--- src/rtl/exc_ctrl_if.sv ---
`default_nettype none
// ============================================================================
// Module      : exc_ctrl_if
// Description : Bundle of write-back, CSR and redirect signals exchanged
//               between the pipeline/CSR side (master) and exc_ctrl (slave).
// Revision    : 1.0 - initial release
// ============================================================================
interface exc_ctrl_if;
    // Write-back stage view of the committing instruction
    logic        wb_valid;
    logic [31:0] wb_pc;
    logic        wb_exc_adef;
    logic        wb_exc_ine;
    logic        wb_exc_sys;
    logic        wb_exc_brk;
    logic        wb_exc_ale;
    logic [31:0] wb_badaddr;
    logic        wb_ertn;
    // Values coming from the csr block
    logic        need_interrupt;
    logic [31:0] csr_era;
    logic [31:0] csr_eentry;
    // Strobes and write data going to the csr block
    logic        is_exc;
    logic        is_ret;
    logic        Addr_exc;
    logic [5:0]  Ecode;
    logic [8:0]  EsubCode;
    logic [31:0] pc_to_era;
    logic [31:0] pc_to_badv;
    // Pipeline control
    logic        flush;
    logic        redirect_valid;
    logic [31:0] redirect_pc;
    logic        busy;

    modport master (
        output wb_valid, wb_pc, wb_exc_adef, wb_exc_ine, wb_exc_sys,
               wb_exc_brk, wb_exc_ale, wb_badaddr, wb_ertn,
               need_interrupt, csr_era, csr_eentry,
        input  is_exc, is_ret, Addr_exc, Ecode, EsubCode, pc_to_era,
               pc_to_badv, flush, redirect_valid, redirect_pc, busy
    );

    modport slave (
        input  wb_valid, wb_pc, wb_exc_adef, wb_exc_ine, wb_exc_sys,
               wb_exc_brk, wb_exc_ale, wb_badaddr, wb_ertn,
               need_interrupt, csr_era, csr_eentry,
        output is_exc, is_ret, Addr_exc, Ecode, EsubCode, pc_to_era,
               pc_to_badv, flush, redirect_valid, redirect_pc, busy
    );
endinterface
`default_nettype wire

--- src/rtl/exc_ctrl.sv ---
`default_nettype none
// ============================================================================
// Module      : exc_ctrl
// Description : Exception/interrupt sequencer. Picks the highest-priority
//               event of the committing instruction, strobes the CSR trap or
//               return, holds a pipeline flush, then redirects fetch to
//               EENTRY (exception) or ERA (return).
// Revision    : 1.0 - initial release
// ============================================================================
module exc_ctrl #(
    parameter int FLUSH_CYCLES = 2    // legal range 1..15
) (
    input  wire logic  clk,
    input  wire logic  reset,
    exc_ctrl_if.slave  bus
);

    localparam logic [1:0] c_ST_IDLE     = 2'd0;
    localparam logic [1:0] c_ST_TRAP     = 2'd1;
    localparam logic [1:0] c_ST_FLUSH    = 2'd2;
    localparam logic [1:0] c_ST_REDIRECT = 2'd3;

    localparam logic [3:0] c_FLUSH_LOAD  = 4'(FLUSH_CYCLES - 1);

    localparam logic [5:0] c_ECODE_INT   = 6'h00;
    localparam logic [5:0] c_ECODE_ADEF  = 6'h08;
    localparam logic [5:0] c_ECODE_ALE   = 6'h09;
    localparam logic [5:0] c_ECODE_SYS   = 6'h0B;
    localparam logic [5:0] c_ECODE_BRK   = 6'h0C;
    localparam logic [5:0] c_ECODE_INE   = 6'h0D;

    logic [1:0]  r_state;
    logic [3:0]  r_cnt;
    logic        r_ret;        // current trap is an ERTN return
    logic        r_addr_exc;   // current trap is ADEF/ALE
    logic [5:0]  r_ecode;
    logic [8:0]  r_esubcode;
    logic [31:0] r_era;
    logic [31:0] r_badv;

    logic        w_take;
    logic        w_ret;
    logic        w_addr_exc;
    logic [5:0]  w_ecode;
    logic        w_badv_upd;
    logic [31:0] w_badv;

    // Event priority encoder for the instruction in write-back
    always_comb begin
        w_take     = 1'b0;
        w_ret      = 1'b0;
        w_addr_exc = 1'b0;
        w_ecode    = c_ECODE_INT;
        w_badv_upd = 1'b0;
        w_badv     = bus.wb_pc;
        if (bus.wb_valid) begin
            if (bus.need_interrupt) begin
                w_take  = 1'b1;
                w_ecode = c_ECODE_INT;
            end else if (bus.wb_exc_adef) begin
                w_take     = 1'b1;
                w_ecode    = c_ECODE_ADEF;
                w_addr_exc = 1'b1;
                w_badv_upd = 1'b1;
                w_badv     = bus.wb_pc;
            end else if (bus.wb_exc_ine) begin
                w_take  = 1'b1;
                w_ecode = c_ECODE_INE;
            end else if (bus.wb_exc_sys) begin
                w_take  = 1'b1;
                w_ecode = c_ECODE_SYS;
            end else if (bus.wb_exc_brk) begin
                w_take  = 1'b1;
                w_ecode = c_ECODE_BRK;
            end else if (bus.wb_exc_ale) begin
                w_take     = 1'b1;
                w_ecode    = c_ECODE_ALE;
                w_addr_exc = 1'b1;
                w_badv_upd = 1'b1;
                w_badv     = bus.wb_badaddr;
            end else if (bus.wb_ertn) begin
                w_take = 1'b1;
                w_ret  = 1'b1;
            end
        end
    end

    // Sequencer state, flush counter and latched cause fields
    always_ff @(posedge clk) begin
        if (reset) begin
            r_state    <= c_ST_IDLE;
            r_cnt      <= 4'd0;
            r_ret      <= 1'b0;
            r_addr_exc <= 1'b0;
            r_ecode    <= 6'd0;
            r_esubcode <= 9'd0;
            r_era      <= 32'd0;
            r_badv     <= 32'd0;
        end else begin
            case (r_state)
                c_ST_IDLE: begin
                    if (w_take) begin
                        r_state    <= c_ST_TRAP;
                        r_ret      <= w_ret;
                        r_addr_exc <= w_addr_exc;
                        r_era      <= bus.wb_pc;
                        // A return carries no cause, so the last cause stays visible
                        if (!w_ret) begin
                            r_ecode    <= w_ecode;
                            r_esubcode <= 9'd0;
                        end
                        if (w_badv_upd) begin
                            r_badv <= w_badv;
                        end
                    end
                end
                c_ST_TRAP: begin
                    r_state <= c_ST_FLUSH;
                    r_cnt   <= c_FLUSH_LOAD;
                end
                c_ST_FLUSH: begin
                    if (r_cnt == 4'd0) begin
                        r_state <= c_ST_REDIRECT;
                    end else begin
                        r_cnt <= r_cnt - 4'd1;
                    end
                end
                c_ST_REDIRECT: begin
                    r_state <= c_ST_IDLE;
                end
                default: begin
                    r_state <= c_ST_IDLE;
                end
            endcase
        end
    end

    // Strobes are pure decodes of registered state; only redirect_pc sees CSR inputs
    assign bus.is_exc         = (r_state == c_ST_TRAP) && !r_ret;
    assign bus.is_ret         = (r_state == c_ST_TRAP) &&  r_ret;
    assign bus.Addr_exc       = (r_state == c_ST_TRAP) &&  r_addr_exc;
    assign bus.flush          = (r_state != c_ST_IDLE);
    assign bus.busy           = (r_state != c_ST_IDLE);
    assign bus.redirect_valid = (r_state == c_ST_REDIRECT);
    assign bus.redirect_pc    = (r_state != c_ST_REDIRECT) ? 32'd0 :
                                (r_ret ? bus.csr_era : bus.csr_eentry);
    assign bus.Ecode          = r_ecode;
    assign bus.EsubCode       = r_esubcode;
    assign bus.pc_to_era      = r_era;
    assign bus.pc_to_badv     = r_badv;

endmodule
`default_nettype wire

--- src/flat_wrapper.sv ---
// flat-port wrapper written by rule: the top's interface ports become plain ports
module exc_ctrl_flat 
#(
    parameter int FLUSH_CYCLES = 2                        
)
  (clk, reset, bus_wb_valid, bus_wb_pc, bus_wb_exc_adef, bus_wb_exc_ine, bus_wb_exc_sys, bus_wb_exc_brk, bus_wb_exc_ale, bus_wb_badaddr, bus_wb_ertn, bus_need_interrupt, bus_csr_era, bus_csr_eentry, bus_is_exc, bus_is_ret, bus_Addr_exc, bus_Ecode, bus_EsubCode, bus_pc_to_era, bus_pc_to_badv, bus_flush, bus_redirect_valid, bus_redirect_pc, bus_busy);
  exc_ctrl_if bus_i ();
  input  wire logic clk;
  input  wire logic reset;
  input wire logic [$bits(bus_i.wb_valid)-1:0] bus_wb_valid;
  input wire logic [$bits(bus_i.wb_pc)-1:0] bus_wb_pc;
  input wire logic [$bits(bus_i.wb_exc_adef)-1:0] bus_wb_exc_adef;
  input wire logic [$bits(bus_i.wb_exc_ine)-1:0] bus_wb_exc_ine;
  input wire logic [$bits(bus_i.wb_exc_sys)-1:0] bus_wb_exc_sys;
  input wire logic [$bits(bus_i.wb_exc_brk)-1:0] bus_wb_exc_brk;
  input wire logic [$bits(bus_i.wb_exc_ale)-1:0] bus_wb_exc_ale;
  input wire logic [$bits(bus_i.wb_badaddr)-1:0] bus_wb_badaddr;
  input wire logic [$bits(bus_i.wb_ertn)-1:0] bus_wb_ertn;
  input wire logic [$bits(bus_i.need_interrupt)-1:0] bus_need_interrupt;
  input wire logic [$bits(bus_i.csr_era)-1:0] bus_csr_era;
  input wire logic [$bits(bus_i.csr_eentry)-1:0] bus_csr_eentry;
  output wire logic [$bits(bus_i.is_exc)-1:0] bus_is_exc;
  output wire logic [$bits(bus_i.is_ret)-1:0] bus_is_ret;
  output wire logic [$bits(bus_i.Addr_exc)-1:0] bus_Addr_exc;
  output wire logic [$bits(bus_i.Ecode)-1:0] bus_Ecode;
  output wire logic [$bits(bus_i.EsubCode)-1:0] bus_EsubCode;
  output wire logic [$bits(bus_i.pc_to_era)-1:0] bus_pc_to_era;
  output wire logic [$bits(bus_i.pc_to_badv)-1:0] bus_pc_to_badv;
  output wire logic [$bits(bus_i.flush)-1:0] bus_flush;
  output wire logic [$bits(bus_i.redirect_valid)-1:0] bus_redirect_valid;
  output wire logic [$bits(bus_i.redirect_pc)-1:0] bus_redirect_pc;
  output wire logic [$bits(bus_i.busy)-1:0] bus_busy;
  assign bus_i.wb_valid = bus_wb_valid;
  assign bus_i.wb_pc = bus_wb_pc;
  assign bus_i.wb_exc_adef = bus_wb_exc_adef;
  assign bus_i.wb_exc_ine = bus_wb_exc_ine;
  assign bus_i.wb_exc_sys = bus_wb_exc_sys;
  assign bus_i.wb_exc_brk = bus_wb_exc_brk;
  assign bus_i.wb_exc_ale = bus_wb_exc_ale;
  assign bus_i.wb_badaddr = bus_wb_badaddr;
  assign bus_i.wb_ertn = bus_wb_ertn;
  assign bus_i.need_interrupt = bus_need_interrupt;
  assign bus_i.csr_era = bus_csr_era;
  assign bus_i.csr_eentry = bus_csr_eentry;
  assign bus_is_exc = bus_i.is_exc;
  assign bus_is_ret = bus_i.is_ret;
  assign bus_Addr_exc = bus_i.Addr_exc;
  assign bus_Ecode = bus_i.Ecode;
  assign bus_EsubCode = bus_i.EsubCode;
  assign bus_pc_to_era = bus_i.pc_to_era;
  assign bus_pc_to_badv = bus_i.pc_to_badv;
  assign bus_flush = bus_i.flush;
  assign bus_redirect_valid = bus_i.redirect_valid;
  assign bus_redirect_pc = bus_i.redirect_pc;
  assign bus_busy = bus_i.busy;
  exc_ctrl #(.FLUSH_CYCLES(FLUSH_CYCLES)) u_core (.clk(clk), .reset(reset), .bus(bus_i));
endmodule
--- config.mk ---
export PLATFORM = sky130hd
export DESIGN_NAME = exc_ctrl_flat
export DESIGN_NICKNAME = d
export VERILOG_FILES = /design/src/rtl/exc_ctrl_if.sv /design/src/rtl/exc_ctrl.sv /design/src/flat_wrapper.sv
export SDC_FILE = /design/constraint.sdc
export NUM_CORES = 1
export LEC_CHECK = 0
export CELL_PAD_IN_SITES_DETAIL_PLACEMENT = 0
export CELL_PAD_IN_SITES_GLOBAL_PLACEMENT = 1
export CORE_ASPECT_RATIO = 2
export CORE_MARGIN = 4
export CORE_UTILIZATION = 25
export DETAILED_ROUTE_END_ITERATION = 8
export GPL_TIMING_DRIVEN = 0
export PLACE_DENSITY_LB_ADDON = 0.25
export SLEW_MARGIN = 20
export SYNTH_ARGS = -nofsm -noshare
export SYNTH_HDL_FRONTEND = slang
export SYNTH_SLANG_ARGS = --single-unit
--- constraint.sdc ---
create_clock -name clk -period 1.9 [get_ports clk]
set_input_delay 0.475 -clock clk [delete_from_list [all_inputs] [get_ports clk]]
set_output_delay 0.475 -clock clk [all_outputs]
set_load 0.05 [all_outputs]
==> flow_summary.toml, run 1 <==
[floorplan]
die_width_um = 96.0
design.core.area_um2 = 15200
number_of_placed_i_o_pins = 255
die-height_um = 184
row_count = 64
effective_utilization_at_floorplan = 0.254
die_area_um2 = 17600

[logic_synthesis]
synth_seq_area_share = 0.393
top_area_cell_type_share_of_the_netlist_area = 0.393
synth_ff_type = "dfxtp_1"
synth.ff_latch_count = 76
share_of_synthesized_flip_flops_with_an_asynchronous_set_or_reset = 0
synthCells = 447
synth.largest_area_cell = "dfxtp_1"
yosysWarningCount = 0
synth_area_leaders = "dfxtp_1, mux2i_1, a21oi_1"
syn-cell-area_um2 = 3870
syn_avg_cell_area_um2 = 8.65
synth_enable_flop_cells = 0
post_synth_num_cell_types = 38

[min_path]
hold_path.class = "reg -> reg"
hold_start = "u_core.bus.pc_to_era[19]"

[timing]
timing.final.setup_violations = 3
fmax_mhz = 520
postLayoutSetupSlackWorst_ns = -0.0223
maxSlewViolCount = 0
clock_skew_ns = 0.00625
grt_setup_unrepaired = "yes"
report.final.hold_viol_count = 0
slew_headroom = 0.543
period_needed_ns = 1.92
timing_worst_slew_pin_value_ns = 0.686
final_min_period_over_clock_period = 1.01

[pwr]
power_switching_share = 0.411
leakage_uw = 0.00329
power.clock.fraction = 0.227
fin_total_pwr_uw = 7170
power.net_switching_uw = 2950
power.internal_uw = 4230
power.combinational.fraction = 0.496
power_per_cell_area_nw_per_um2 = 994
share_seq_of_total_power = 0.276
vdd.ir_drop.worst_mv = 0.544

[cts]
cts_root_buf = "clkbuf_16"
htreeDepth = 3
clkLatencyLatePin_ns = 0.33
clk_transition_reported_paths_ns = 0.06
tritoncts.num_buffers = 9
cts_max_path_buffers = 2
clock_sink_count = 76
holdBufCountCts = 0
tritoncts = "yes"

[routing]
met2WireLength_um = 8830
vias = 4230
remaining_number_of_nets_flagged_by_the_antenna_check_after_routing = 0
maxUsedRoutingLayer = "met4"
post_dr_wirelength_cell_um = 17.6
detail_route.wirelength.met1_um = 5010
drt_iter0_drc = 102
route.detailed.drc = 0
drt_pre_antenna_iters = 4
drt-total-wl_um = 16200
via_per_inst = 4.59
detailroute.wirelength.met3_um = 1740

[grt]
grt_overflow = 0
grt_pass1_wl_um = 23600
grt_start_max_net_pins = 13
number_of_global_route_vias_before_repair = 4490
initial_antenna_violation_count = 0
gr-usage-all-layers = 0.178

[finish]
syn_to_final_growth_pct = 86.5
fillers = 1496
layout_commonest_cell = "clkdlybuf4s50_1"
layout.cells.most_common_list = "clkdlybuf4s50_1, dlygate4sd2_1, dfxtp_1, nand2_1, a21oi_1"
final_net_count = 865
final_layout_size_suffix_gt1_frac = 0.234
final_antenna_diode_count = 0

[worst_setup_path]
critical_path.max_stage_delay_ns = 0.36
r2r_path_end = "u_core.bus.pc_to_badv[13]"
critPathArrivalTime_ns = 1.45
cp-end-kind = "output port"
maximum_fanout_count_along_the_critical_path = 5
crit_path_start = "u_core.r_ret"
worst_path_max_delay_cell = "dfxtp_4"
startpoint_type = "register"
path_cells = "buf_12, buf_12, mux2i_4, nor2b_2, buf_6"
worstSetupPathType = "reg -> out"
critPathMostFrequentCell = "buf_12"
setup.reg_to_reg.worst_slack_ns = 0.08
worstReg2RegStart = "u_core.r_state[0]"
cp.required_ns = 1.42
endpoint = "bus_redirect_pc[22]"
reg2regPathDepth = 9

[place]
dp_hpwl_um = 13000
dp_slack_ns = -0.876
finalWeightedCongestion = 0.754
io_buffer_count = 242

[status]
run_status = "finished with violations"
failing_checks = "negative setup slack"

[run]
drv_cap = 0
==> final cells by class <==
type / instances / area, um2 / area share
timing repair buffer: 254 / 2500 / 0.347
tap: 198 / 248 / 0.0343
clock inverter: 5 / 55.1 / 0.00763
sequential: 76 / 1530 / 0.212
multi-input combinational: 329 / 2300 / 0.318
buffer: 42 / 329 / 0.0456
clock buffer: 9 / 225 / 0.0312
inverter: 8 / 30.0 / 0.00416
==> cells in the mapped netlist (2+ instances only) <==
| master | number |
|---|---|
| a211oi_1 | 2 |
| a21oi_1 | 61 |
| a21oi_2 | 11 |
| and2_1 | 3 |
| buf_2 | 13 |
| buf_4 | 12 |
| buf_6 | 3 |
| clkbuf_1 | 16 |
| dfxtp_1 | 76 |
| ha_1 | 7 |
| inv_1 | 8 |
| mux2i_1 | 65 |
| nand2_1 | 69 |
| nand2b_1 | 3 |
| nor2_1 | 5 |
| nor2b_1 | 36 |
| nor3_1 | 3 |
| o211a_1 | 2 |
| o21ai_0 | 31 |
| o21ai_1 | 2 |
| o311ai_0 | 2 |
==> worst max-delay path: cells and delay by family, from the launching register on <==
family | cells | cell delay, ns
buffers and inverters | 3 | 0.45
DFF | 1 | 0.36
muxes | 1 | 0.18
and+or+nand+nor | 1 | 0.13
==> flip-flops by register name, summed over array words and instances (netlist names) <==
signal and flops:
u_core.r_cnt 4, u_core.r_addr_exc 1, u_core.bus.pc_to_era 32, u_core.bus.Ecode 4, u_core.r_state 2, u_core.bus.pc_to_badv 32, u_core.r_ret 1
==> worst min-delay path by stage <==
stage,end,cells after the start,slack [ns]
2_1_floorplan,u_core.r_addr_exc,2,0.45
3_3_place_gp,u_core.bus.pc_to_era[17],2,0.44
3_5_place_dp,u_core.bus.pc_to_era[19],2,0.45
4_1_cts,u_core.bus.pc_to_era[9],2,0.45
5_1_grt,u_core.bus.pc_to_era[30],2,0.47
6_report,u_core.bus.pc_to_era[19],2,0.45
==> metrics by stage <==
stage	cell area, um2	hold slack [ns]	utilization	cells	setup TNS (ns)
after global routing	7210	0.473	0.474	921	-0.886
after detailed placement	6660	0.450	0.438	897	-66.57
after floorplan	3990	0.448	-	457	-1.44
after CTS	7200	0.455	0.473	923	-0.885
after global placement	6660	0.444	0.438	897	-65.53
final	7210	0.453	0.474	921	-0.0314
==> cell families (layout without fill, tap and decap cells) <==
family / count (synthesis) / after routing / synth area share
and+or+nand+nor: 127 / 127 / 0.163
adders and majority gates: 7 / 7 / 0.0226
buffers and inverters: 52 / 318 / 0.0721
muxes: 65 / 65 / 0.168
DFF: 76 / 76 / 0.393
xor gates and xnor gates: 1 / 1 / 0.00227
other: 1 / 11 / 0.000970
AOI/OAI and AO/OA: 118 / 118 / 0.177
==> layer usage <==
metal,up-vias,global-route usage
met1,1919,0.154
met2,221,0.350
met5,-,0
met4,0,0.0895
met3,34,0.0524
li1,2056,-
==> power groups by stage <==
stage | clock, uW | sequential, uW | combinational [uW]
after detailed placement | 0 | 2000 | 3380
after global routing | 1760 | 2020 | 3780
after global placement | 0 | 1990 | 3350
final | 1630 | 1980 | 3560
after floorplan | 0 | 2650 | 1490
after CTS | 1690 | 1980 | 3640
==> timing repair <==
| action | CTS | global route |
|---|---|---|
| hold endpoints to repair | 0 | 0 |
| cloned | 4 | 0 |
| endpoints found under the setup margin | 172 | 93 |
| pin swaps | 1 | 1 |
| buffers inserted | 9 | 1 |
| gates resized for setup | 376 | 33 |
Power figures use the tool's default switching activity.
==> run 2: changes to the inputs <==
--- a/config.mk
+++ b/config.mk
@@ -5,11 +5,13 @@
 export SDC_FILE = /design/constraint.sdc
 export NUM_CORES = 1
 export LEC_CHECK = 0
+export CAP_MARGIN = 20
 export CELL_PAD_IN_SITES_DETAIL_PLACEMENT = 0
 export CELL_PAD_IN_SITES_GLOBAL_PLACEMENT = 1
 export CORE_ASPECT_RATIO = 2
 export CORE_MARGIN = 4
 export CORE_UTILIZATION = 25
+export CTS_CLUSTER_SIZE = 20
 export DETAILED_ROUTE_END_ITERATION = 8
 export GPL_TIMING_DRIVEN = 0
 export PLACE_DENSITY_LB_ADDON = 0.25
==> results of run 2 <==
Final layout, timing and power as in run 1 (identical DEF).
